**src/rtl/nrzi_pkg.sv**
```systemverilog
// Shared NRZI line definitions.
// Used by both the receive decoder and the transmit encoder.
package nrzi_pkg;

  typedef enum logic [1:0] {
    IDLE = 2'd0,
    RUN  = 2'd1,
    ERR  = 2'd2
  } state_t;

  localparam logic IDLE_LEVEL    = 1'b1;
  localparam int   STUFF_LEN_DEF = 6;

endpackage

```
**src/rtl/nrzi_byte_fifo.sv**
```systemverilog
// Small synchronous word FIFO for the NRZI receiver.
// A push into a full FIFO succeeds only when a pop happens the same cycle.
module nrzi_byte_fifo #(
  parameter int DATA_W = 8,
  parameter int DEPTH  = 2
) (
  input  logic              clk,
  input  logic              rst,
  input  logic              push,
  input  logic              pop,
  input  logic [DATA_W-1:0] wdata,
  output logic [DATA_W-1:0] rdata,
  output logic              full,
  output logic              empty
);

  localparam int AW = $clog2(DEPTH);

  logic [DATA_W-1:0] mem [DEPTH];
  logic [AW:0]       wr_q;
  logic [AW:0]       rd_q;
  logic              do_push;
  logic              do_pop;

  assign empty   = (wr_q == rd_q);
  assign full    = (wr_q[AW] != rd_q[AW]) &&
                   (wr_q[AW-1:0] == rd_q[AW-1:0]);
  assign do_pop  = pop & ~empty;
  assign do_push = push & (~full | do_pop);
  assign rdata   = mem[rd_q[AW-1:0]];

  // Read/write pointers with a wrap bit to tell full from empty.
  always_ff @(posedge clk or posedge rst) begin
    if (rst) begin
      wr_q <= '0;
      rd_q <= '0;
    end else begin
      if (do_push) wr_q <= wr_q + (AW+1)'(1);
      if (do_pop)  rd_q <= rd_q + (AW+1)'(1);
    end
  end

  // Storage; contents are don't-care until written.
  always_ff @(posedge clk) begin
    if (do_push) mem[wr_q[AW-1:0]] <= wdata;
  end

endmodule

```
**src/rtl/nrzi_rx_decoder.sv**
```systemverilog
// NRZI receive path: decode, remove stuffed bits, deserialise LSB-first.
// Completed words are buffered and offered over valid/ready.
module nrzi_rx_decoder
  import nrzi_pkg::*;
#(
  parameter int STUFF_LEN  = STUFF_LEN_DEF,
  parameter int DATA_W     = 8,
  parameter int FIFO_DEPTH = 2
) (
  input  logic              clk,
  input  logic              rst,
  input  logic              line_in,
  input  logic              line_vld,
  input  logic              frame_en,
  output logic [DATA_W-1:0] out_data,
  output logic              out_valid,
  input  logic              out_ready,
  output logic              stuff_err,
  output logic              overflow,
  output logic              trunc
);

  localparam int OW = $clog2(STUFF_LEN + 1);
  localparam int BW = $clog2(DATA_W);

  state_t            state_q, state_d;
  logic              prev_q;
  logic [OW-1:0]     ones_q;
  logic [BW-1:0]     bit_q;
  logic [DATA_W-2:0] sr_q;
  logic              trunc_d;

  logic              accept;
  logic              dbit;
  logic              is_stuff;
  logic              shift;
  logic              stuff_bad;
  logic              word_done;
  logic [DATA_W-1:0] word;
  logic [DATA_W-1:0] fifo_rdata;
  logic              fifo_full;
  logic              fifo_empty;

  assign accept    = line_vld & frame_en & (state_q == RUN);
  assign dbit      = (line_in == prev_q);
  assign is_stuff  = (ones_q == OW'(STUFF_LEN));
  assign shift     = accept & ~is_stuff;
  assign stuff_bad = accept & is_stuff & dbit;
  assign word_done = shift & (bit_q == BW'(DATA_W - 1));
  assign word      = {dbit, sr_q};

  // State register.
  always_ff @(posedge clk or posedge rst) begin
    if (rst) state_q <= IDLE;
    else     state_q <= state_d;
  end

  // Frame sequencing and truncation detect.
  always_comb begin
    state_d = state_q;
    trunc_d = 1'b0;
    unique case (state_q)
      IDLE: if (frame_en) state_d = RUN;
      RUN: begin
        if (!frame_en) begin
          state_d = IDLE;
          trunc_d = (bit_q != '0);
        end else if (stuff_bad) begin
          state_d = ERR;
        end
      end
      ERR: if (!frame_en) state_d = IDLE;
      default: state_d = IDLE;
    endcase
  end

  // Decode, destuff and shift datapath.
  always_ff @(posedge clk or posedge rst) begin
    if (rst) begin
      prev_q <= IDLE_LEVEL;
      ones_q <= '0;
      bit_q  <= '0;
      sr_q   <= '0;
    end else if (state_d == IDLE) begin
      prev_q <= IDLE_LEVEL;
      ones_q <= '0;
      bit_q  <= '0;
    end else if (accept) begin
      prev_q <= line_in;
      if (is_stuff) begin
        ones_q <= '0;
        if (dbit) bit_q <= '0;
      end else begin
        ones_q <= dbit ? ones_q + OW'(1) : '0;
        sr_q   <= word[DATA_W-1:1];
        bit_q  <= word_done ? '0 : bit_q + BW'(1);
      end
    end
  end

  // One-cycle status pulses.
  always_ff @(posedge clk or posedge rst) begin
    if (rst) begin
      stuff_err <= 1'b0;
      overflow  <= 1'b0;
      trunc     <= 1'b0;
    end else begin
      stuff_err <= stuff_bad;
      overflow  <= word_done & fifo_full & ~out_ready;
      trunc     <= trunc_d;
    end
  end

  nrzi_byte_fifo #(
    .DATA_W (DATA_W),
    .DEPTH  (FIFO_DEPTH)
  ) u_fifo (
    .clk   (clk),
    .rst   (rst),
    .push  (word_done),
    .pop   (out_ready),
    .wdata (word),
    .rdata (fifo_rdata),
    .full  (fifo_full),
    .empty (fifo_empty)
  );

  assign out_valid = ~fifo_empty;
  assign out_data  = out_valid ? fifo_rdata : '0;

endmodule
```
**config.mk**
```make
export PLATFORM = sky130hd
export DESIGN_NAME = nrzi_rx_decoder
export DESIGN_NICKNAME = d
export VERILOG_FILES = /design/src/rtl/nrzi_pkg.sv /design/src/rtl/nrzi_byte_fifo.sv /design/src/rtl/nrzi_rx_decoder.sv
export SDC_FILE = /design/constraint.sdc
export NUM_CORES = 1
export LEC_CHECK = 0
export ABC_AREA = 1
export BUFFER_PORTS_ARGS = -buffer_cell sky130_fd_sc_hd__buf_2
export CORE_ASPECT_RATIO = 0.8
export CORE_UTILIZATION = 55
export CTS_CLUSTER_SIZE = 40
export DETAILED_ROUTE_END_ITERATION = 16
export GPL_TIMING_DRIVEN = 0
export PLACE_DENSITY = 0.75
export SLEW_MARGIN = 10
export SYNTH_ARGS = -nofsm -noshare
export SYNTH_HDL_FRONTEND = slang
export SYNTH_SLANG_ARGS = --single-unit
```
**constraint.sdc**
```tcl
create_clock -name clk -period 3.85 [get_ports clk]
set_clock_uncertainty 0.2 [all_clocks]
set_input_delay 0.385 -clock clk [delete_from_list [all_inputs] [get_ports clk]]
set_output_delay 0.385 -clock clk [all_outputs]
set_load 0.01 [all_outputs]
```
==> impl_results.rst, run 1 <==
.. list-table::
   :header-rows: 1

   * - Metric
     - Value
   * - Mapped cell area
     - around 1700 um^2
   * - GRT Overall Usage
     - 0.212
   * - Outcome
     - completed
   * - Via total after detailed routing
     - between 1,000 and 1,500
   * - Area of the die
     - 3360 um^2
   * - Post-CTS Setup Repair Bufs
     - 0
   * - Footprint of the multi-input gates
     - 573 um^2
   * - Timing-limited maximum frequency
     - approximately 0.43 GHz
   * - Number of standard-cell rows in the floorplan
     - 17
   * - Register bit count reported by yosys
     - 39
   * - Unrepaired setup endpoints after global routing
     - false
   * - WL per Instance
     - 12.7 um
   * - Hold buffer count at cts
     - 0
   * - Synthesis warning total
     - 0
   * - Worst setup SP type
     - flop
   * - Cts repair resizes
     - 0
   * - DR vias/cell
     - a little over 5
   * - Worst slew pin tran
     - 881 ps
   * - Cell at the root of the clock tree
     - clkbuf_8
   * - Clk sink count
     - 39
   * - Maximum count of clock buffers along a single path
     - 2
   * - Post-synthesis sequential area ratio
     - 0.613
   * - Max-cap violations
     - 0
   * - Antenna diode count
     - 0
   * - Worst Path Required
     - 3570 ps
   * - First-pass DRT Iterations
     - 4
   * - Share of synthesized registers carrying an async set or reset
     - 0.590
   * - Number of nets in the final layout
     - 210
   * - Leading cell types in the layout, fill and taps excluded
     - nand2_1 (63), dfrtp_1 (22), inv_1 (21)
   * - Class of the tightest hold or removal check
     - input pin to async pin
   * - Main flop type after synthesis
     - dfrtp_1
   * - Ratio of final minimum period to clock period
     - 0.610
   * - Crit. End Element
     - flop
   * - Standby leakage power
     - approximately 0.95 nW
   * - Class of the most critical setup path
     - flop to flop
   * - Port Buffers
     - 17
   * - Minimum hold slack
     - slightly below 80 ps
   * - Antenna Nets Post-Route
     - 0
   * - Fin. max-slew vios
     - 0
   * - Worst slew slack as a fraction of its limit
     - 0.412
   * - Area of the core
     - about 2900 um^2
   * - Worst supply voltage drop on vdd
     - ~0.34 mV
   * - Clock latency on the worst-skew pair
     - approximately 290 ps
   * - Post-DP HPWL
     - about 2100 um
   * - Cell mode on critical path
     - nand2_1
   * - Total count of hold-check failures in the final report
     - 0
   * - Post-synth net total
     - 186
   * - Post-layout utilization of the core
     - 0.675
   * - Wire length of the first global-routing pass
     - approximately 4900 um
   * - Pin count of the biggest net entering global routing
     - 24
   * - Total placed instance area
     - between 1500 and 2000 um^2
   * - Horiz. Die Dim
     - 64.6 um
   * - Clock tree from TritonCTS
     - built
   * - Clock-pin transition on the worst setup and hold timing paths
     - 70 ps
   * - Ordered cell list for the critical path
     - inv_1, ha_1, nand2_1, nand3_4, nor2_4, nand2_1, nor2_1
   * - Num CTS Buffers
     - 5
   * - Count of cell types in the netlist
     - 24
   * - Count of flip-flops with a built-in enable after synthesis
     - 16
   * - IO Pins
     - 18
   * - Count of H-tree levels built during CTS
     - 2
   * - Slowest stage cell on the critical path
     - nor2_1
   * - Share of post-route cells with drive strength above 1
     - 0.165
   * - Fill cell instance count of the final layout
     - around 230
   * - Synthesis-to-finish area growth
     - 12.4%
   * - CP arrival
     - between 2000 and 2500 ps
   * - Y dimension of the die
     - 52.1 um
   * - Period minus WS final
     - 2350 ps
   * - RePlAce Congestion
     - 0.721
   * - Grt ovf
     - 0
   * - Cell area after layout
     - 1940 um^2
   * - Commonest non-fill, non-tap cell in the layout
     - nand2_1
   * - Cell area power density
     - ~530 nW/um^2
   * - FF/Latch Area
     - about 1100 um^2
   * - Synthesized instance count
     - 175
   * - Stage delay of the slowest cell on the critical path
     - approximately 540 ps
   * - Final setup viols
     - 0
   * - Initial Util
     - 0.600
   * - Post-route DRC violation count
     - 0
   * - Setup TNS Final
     - 0 ps
   * - Worst-path maximum fanout
     - 10
   * - Average cell area after synthesis
     - between 9 and 10 um^2
   * - Iteration-0 DRC count of the detailed router
     - 66
   * - Initial antenna violation count
     - 0
   * - Vias in the first global route
     - 1,119
   * - Routed WL
     - 3020 um
==> where the power goes <==
part,switching [W],internal [W],total [W]
Sequential,0.0000310,0.000473,0.000504
Clock,0.000133,0.000124,0.000257
Combinational,0.000171,0.0000922,0.000263
==> area by class of cell <==
cell class | count | share of cell area
Buffer | 1 | 0.00258
Inverter | 23 | 0.0458
Sequential cell | 39 | 0.546
Multi-Input combinational cell | 112 | 0.296
Clock buffer | 6 | 0.0374
Clock inverter | 2 | 0.00452
Tap cell | 38 | 0.0245
Timing Repair Buffer | 17 | 0.0439
==> synthesized netlist by cell type, types with 2 or more instances <==
| cell | count | area [um^2] |
|---|---|---|
| inv_1 | 21 | 78.8 |
| ha_1 | 5 | 62.6 |
| nand3b_1 | 2 | 15.0 |
| o21ai_2 | 2 | 17.5 |
| nor2_1 | 3 | 11.3 |
| nand3_1 | 8 | 40.0 |
| xnor2_1 | 3 | 26.3 |
| nand2_1 | 63 | 236 |
| edfxtp_1 | 16 | 480 |
| o21ai_0 | 5 | 25.0 |
| a21oi_1 | 11 | 55.1 |
| nor3_1 | 2 | 10.0 |
| dfrtp_1 | 22 | 551 |
| nor2_4 | 2 | 22.5 |
==> cell families (layout without fill, tap and decap cells) <==
family,count (synthesis),count (layout),share of synthesized area
compound gates,20,20,0.0639
xor+xnor,4,4,0.0203
fa+ha+maj,5,5,0.0363
buf+inv,24,49,0.0544
flops,39,39,0.613
simple gates,83,83,0.212
==> per-stage QoR <==
step	setup slack [ps]	std cells	power, W
after global routing	1300	238	0.00108
after detailed placement	1500	230	0.000775
after floorplan	1830	175	0.000679
final	1500	238	0.00102
after global placement	1500	230	0.000762
after CTS	1470	238	0.00103
==> critical path, delay by kind of cell (launching register included) <==
kind,cells,cell delay (ps)
and+or+nand+nor,5,1160
buffers and inverters,1,70
DFF,1,360
adders and majority gates,1,190
==> registers in the layout (all words and copies together), names as in the netlist, 2 cells and up <==
signal and cells:
u_fifo.mem 16, sr_q 7, bit_q 3, ones_q 3, state_q 2, u_fifo.rd_q 2
u_fifo.wr_q 2
==> worst paths after layout <==
check	slack [ps]	to	start	cells after the start
hold / removal	80	bit_q[0]	rst	2
hold reg to reg	290	u_fifo.mem[1][0]	sr_q[0]	0
min in group clk	160	state_q[0]	frame_en	3
setup / recovery	1500	u_fifo.mem[1][4]	ones_q[0]	7
setup reg to reg	1500	u_fifo.mem[1][4]	ones_q[0]	7
max in group asynchronous	2830	sr_q[2]	rst	2
==> layer usage <==
layer	global-route usage	part of all wire
met1	0.257	0.47
met2	0.337	0.47
met3	0.0789	0.043
met4	0.104	0.010
met5	0	0
(Power assumes the default switching activity.)
==> run 2: changes to the inputs <==
- clock period: 3.85 -> 2.3 ns (I/O delays scaled with it)
==> impl_results.rst, run 2 (synthesis gave the netlist of run 1 again) <==
.. list-table::
   :header-rows: 1

   * - Metric
     - Value
   * - Outcome
     - completed (unchanged)
   * - Worst supply voltage drop on vdd
     - 0.565 mV (was 0.337 mV)
   * - DR vias/cell
     - 5.03 (was 5.06)
   * - Port Buffers
     - 17 (unchanged)
   * - Initial antenna violation count
     - 0 (unchanged)
   * - Class of the tightest hold or removal check
     - input pin to flop (was input pin to async pin)
   * - Antenna Nets Post-Route
     - 0 (unchanged)
   * - Post-DP HPWL
     - 2120 um (unchanged)
   * - Y dimension of the die
     - 52.1 um (unchanged)
   * - Leading cell types in the layout, fill and taps excluded
     - nand2_1 (63), dfrtp_1 (22), inv_1 (21) (unchanged)
   * - Slowest stage cell on the critical path
     - dfrtp_1 (was nor2_1)
   * - Worst slew pin tran
     - 885 ps (was 881 ps)
   * - Initial Util
     - 0.600 (unchanged)
   * - GRT Overall Usage
     - 0.214 (was 0.212)
   * - Iteration-0 DRC count of the detailed router
     - 54 (was 66)
   * - Share of post-route cells with drive strength above 1
     - 0.168 (was 0.165)
   * - Number of nets in the final layout
     - 212 (was 210)
   * - Post-route DRC violation count
     - 0 (unchanged)
   * - Cell mode on critical path
     - inv_1 (was nand2_1)
   * - Count of H-tree levels built during CTS
     - 2 (unchanged)
   * - Class of the most critical setup path
     - flop to flop (unchanged)
   * - Max-cap violations
     - 0 (unchanged)
   * - Routed WL
     - 3010 um (was 3020 um)
   * - Unrepaired setup endpoints after global routing
     - false (unchanged)
   * - Worst-path maximum fanout
     - 10 (unchanged)
   * - Fin. max-slew vios
     - 0 (unchanged)
   * - Area of the core
     - 2870 um^2 (unchanged)
   * - Worst slew slack as a fraction of its limit
     - 0.409 (was 0.412)
   * - Total power draw
     - 0.00172 W (was 0.00102 W)
   * - RePlAce Congestion
     - 0.721 (unchanged)
   * - Area of the die
     - 3360 um^2 (unchanged)
   * - Max FFs per register
     - 16 (unchanged)
   * - Worst Path Required
     - 2060 ps (was 3570 ps)
   * - Horiz. Die Dim
     - 64.6 um (unchanged)
   * - Setup slack after placement
     - -54.1 ps (was 1500 ps)
   * - First-pass DRT Iterations
     - 4 (unchanged)
   * - Clock latency on the worst-skew pair
     - 290 ps (about the same)
   * - Total placed instance area
     - 1860 um^2 (unchanged)
   * - Via total after detailed routing
     - 1,208 (was 1,205)
   * - Period minus WS final
     - 2060 ps (was 2350 ps)
   * - Ratio of final minimum period to clock period
     - 0.896 (was 0.610)
   * - Num CTS Buffers
     - 5 (unchanged)
   * - Wire length of the first global-routing pass
     - 4950 um (was 4890 um)
   * - Grt ovf
     - 0 (unchanged)
   * - Number of buffers and inverters on the critical path
     - 2 (was 1)
   * - Post-CTS Setup Repair Bufs
     - 0 (unchanged)
   * - Non-Filler Instances
     - 240 (was 238)
   * - Post-route worst setup slack
     - 238 ps (was 1500 ps)
   * - Cell at the root of the clock tree
     - clkbuf_8 (unchanged)
   * - Vias in the first global route
     - 1,123 (was 1,119)
   * - Standby leakage power
     - 0.957 nW (was 0.949 nW)
   * - Clk sink count
     - 39 (unchanged)
   * - Final setup viols
     - 0 (unchanged)
   * - Synthesis-to-finish area growth
     - 14.0% (was 12.4%)
   * - Fill cell instance count of the final layout
     - 226 (was 229)
   * - Stage delay of the slowest cell on the critical path
     - 370 ps (was 540 ps)
   * - Crit. End Element
     - flop (unchanged)
   * - # placed instances
     - 230 (unchanged)
   * - Number of standard-cell rows in the floorplan
     - 17 (unchanged)
   * - IO Pins
     - 18 (unchanged)
   * - Commonest non-fill, non-tap cell in the layout
     - nand2_1 (unchanged)
   * - Cell area after layout
     - 1970 um^2 (was 1940 um^2)
   * - Cell area power density
     - 873 nW/um^2 (was 529 nW/um^2)
   * - Antenna diode count
     - 0 (unchanged)
   * - Timing-limited maximum frequency
     - 0.485 GHz (was 0.426 GHz)
   * - Top Family by Delay on Critical Path
     - simple AND/OR/NAND/NOR gates (unchanged)
   * - Worst setup SP type
     - flop (unchanged)
   * - Total count of hold-check failures in the final report
     - 0 (unchanged)
   * - Pin count of the biggest net entering global routing
     - 24 (unchanged)
   * - Clock-pin transition on the worst setup and hold timing paths
     - 70 ps (about the same)
   * - CP arrival
     - 1820 ps (was 2070 ps)
   * - Post-layout utilization of the core
     - 0.685 (was 0.675)
   * - WL per Instance
     - 12.5 um (was 12.7 um)
   * - Clock tree from TritonCTS
     - built (unchanged)
   * - Ordered cell list for the critical path
     - inv_1, ha_1, nand2_1, nand3_4, nor2_4, nand3_1, inv_1 (was inv_1, ha_1, nand2_1, nand3_4, nor2_4, nand2_1, nor2_1)
   * - Maximum count of clock buffers along a single path
     - 2 (unchanged)
## run 2: stage by stage
stage | TNS [ps] | hold slack, ps
final | 0 | 26.9
after CTS | 0 | 3.32
after detailed placement | -430 | 259
after global placement | -376 | 247
after floorplan | 0 | 31.2
after global routing | 0 | 30.0
## run 2: path summary, 6_finish.rpt
check	from	end	slack (ps)	cells after the start
max	ones_q[0]	u_fifo.mem[0][4]	240	7
min	line_in	prev_q	30	3
max reg2reg	ones_q[0]	u_fifo.mem[0][4]	240	7
min reg2reg	sr_q[0]	u_fifo.mem[1][0]	290	0
max in group asynchronous	rst	sr_q[2]	880	3
min in group asynchronous	rst	bit_q[2]	470	3
## run 2: routing by layer
metal	share of wire	GRT usage	vias up
met5	0	0	-
met4	0.010	0.104	0
met3	0.036	0.0789	5
met2	0.48	0.339	24
met1	0.48	0.261	563
li1	-	-	616
## run 2: worst register-to-register path, delay by kind of cell (launching register included)
kind,cells,cell delay [ps]
simple gates,4,620
flops,1,370
buf+inv,2,350
fa+ha+maj,1,190
## run 2: layout make-up
cell class | instances | area [um^2] | share of cell area
flip-flops and latches | 39 | 1060 | 0.538
multi-input cells | 112 | 581 | 0.295
repair buffers | 19 | 105 | 0.0535
inverters | 23 | 88.8 | 0.0452
clock buffers | 6 | 72.6 | 0.0369
well taps | 38 | 47.5 | 0.0242
clock inverters | 2 | 8.76 | 0.00446
plain buffers | 1 | 5.00 | 0.00255
## run 2: what timing repair did
action,in CTS,in global routing
gates cloned,0,0
hold endpoints to repair,23,0
hold buffers,2,0
resized for setup,1,1
endpoints found under the setup margin,8,8
## run 2: power breakdown
group | leakage [nW] | switching [W] | total (W) | internal, W
combinational | 0.466 | 0.000287 | 0.000444 | 0.000157
sequential | 0.449 | 0.0000517 | 0.000844 | 0.000792
clock | 0.0426 | 0.000220 | 0.000428 | 0.000208
total | 0.957 | 0.000559 | 0.00172 | 0.00116
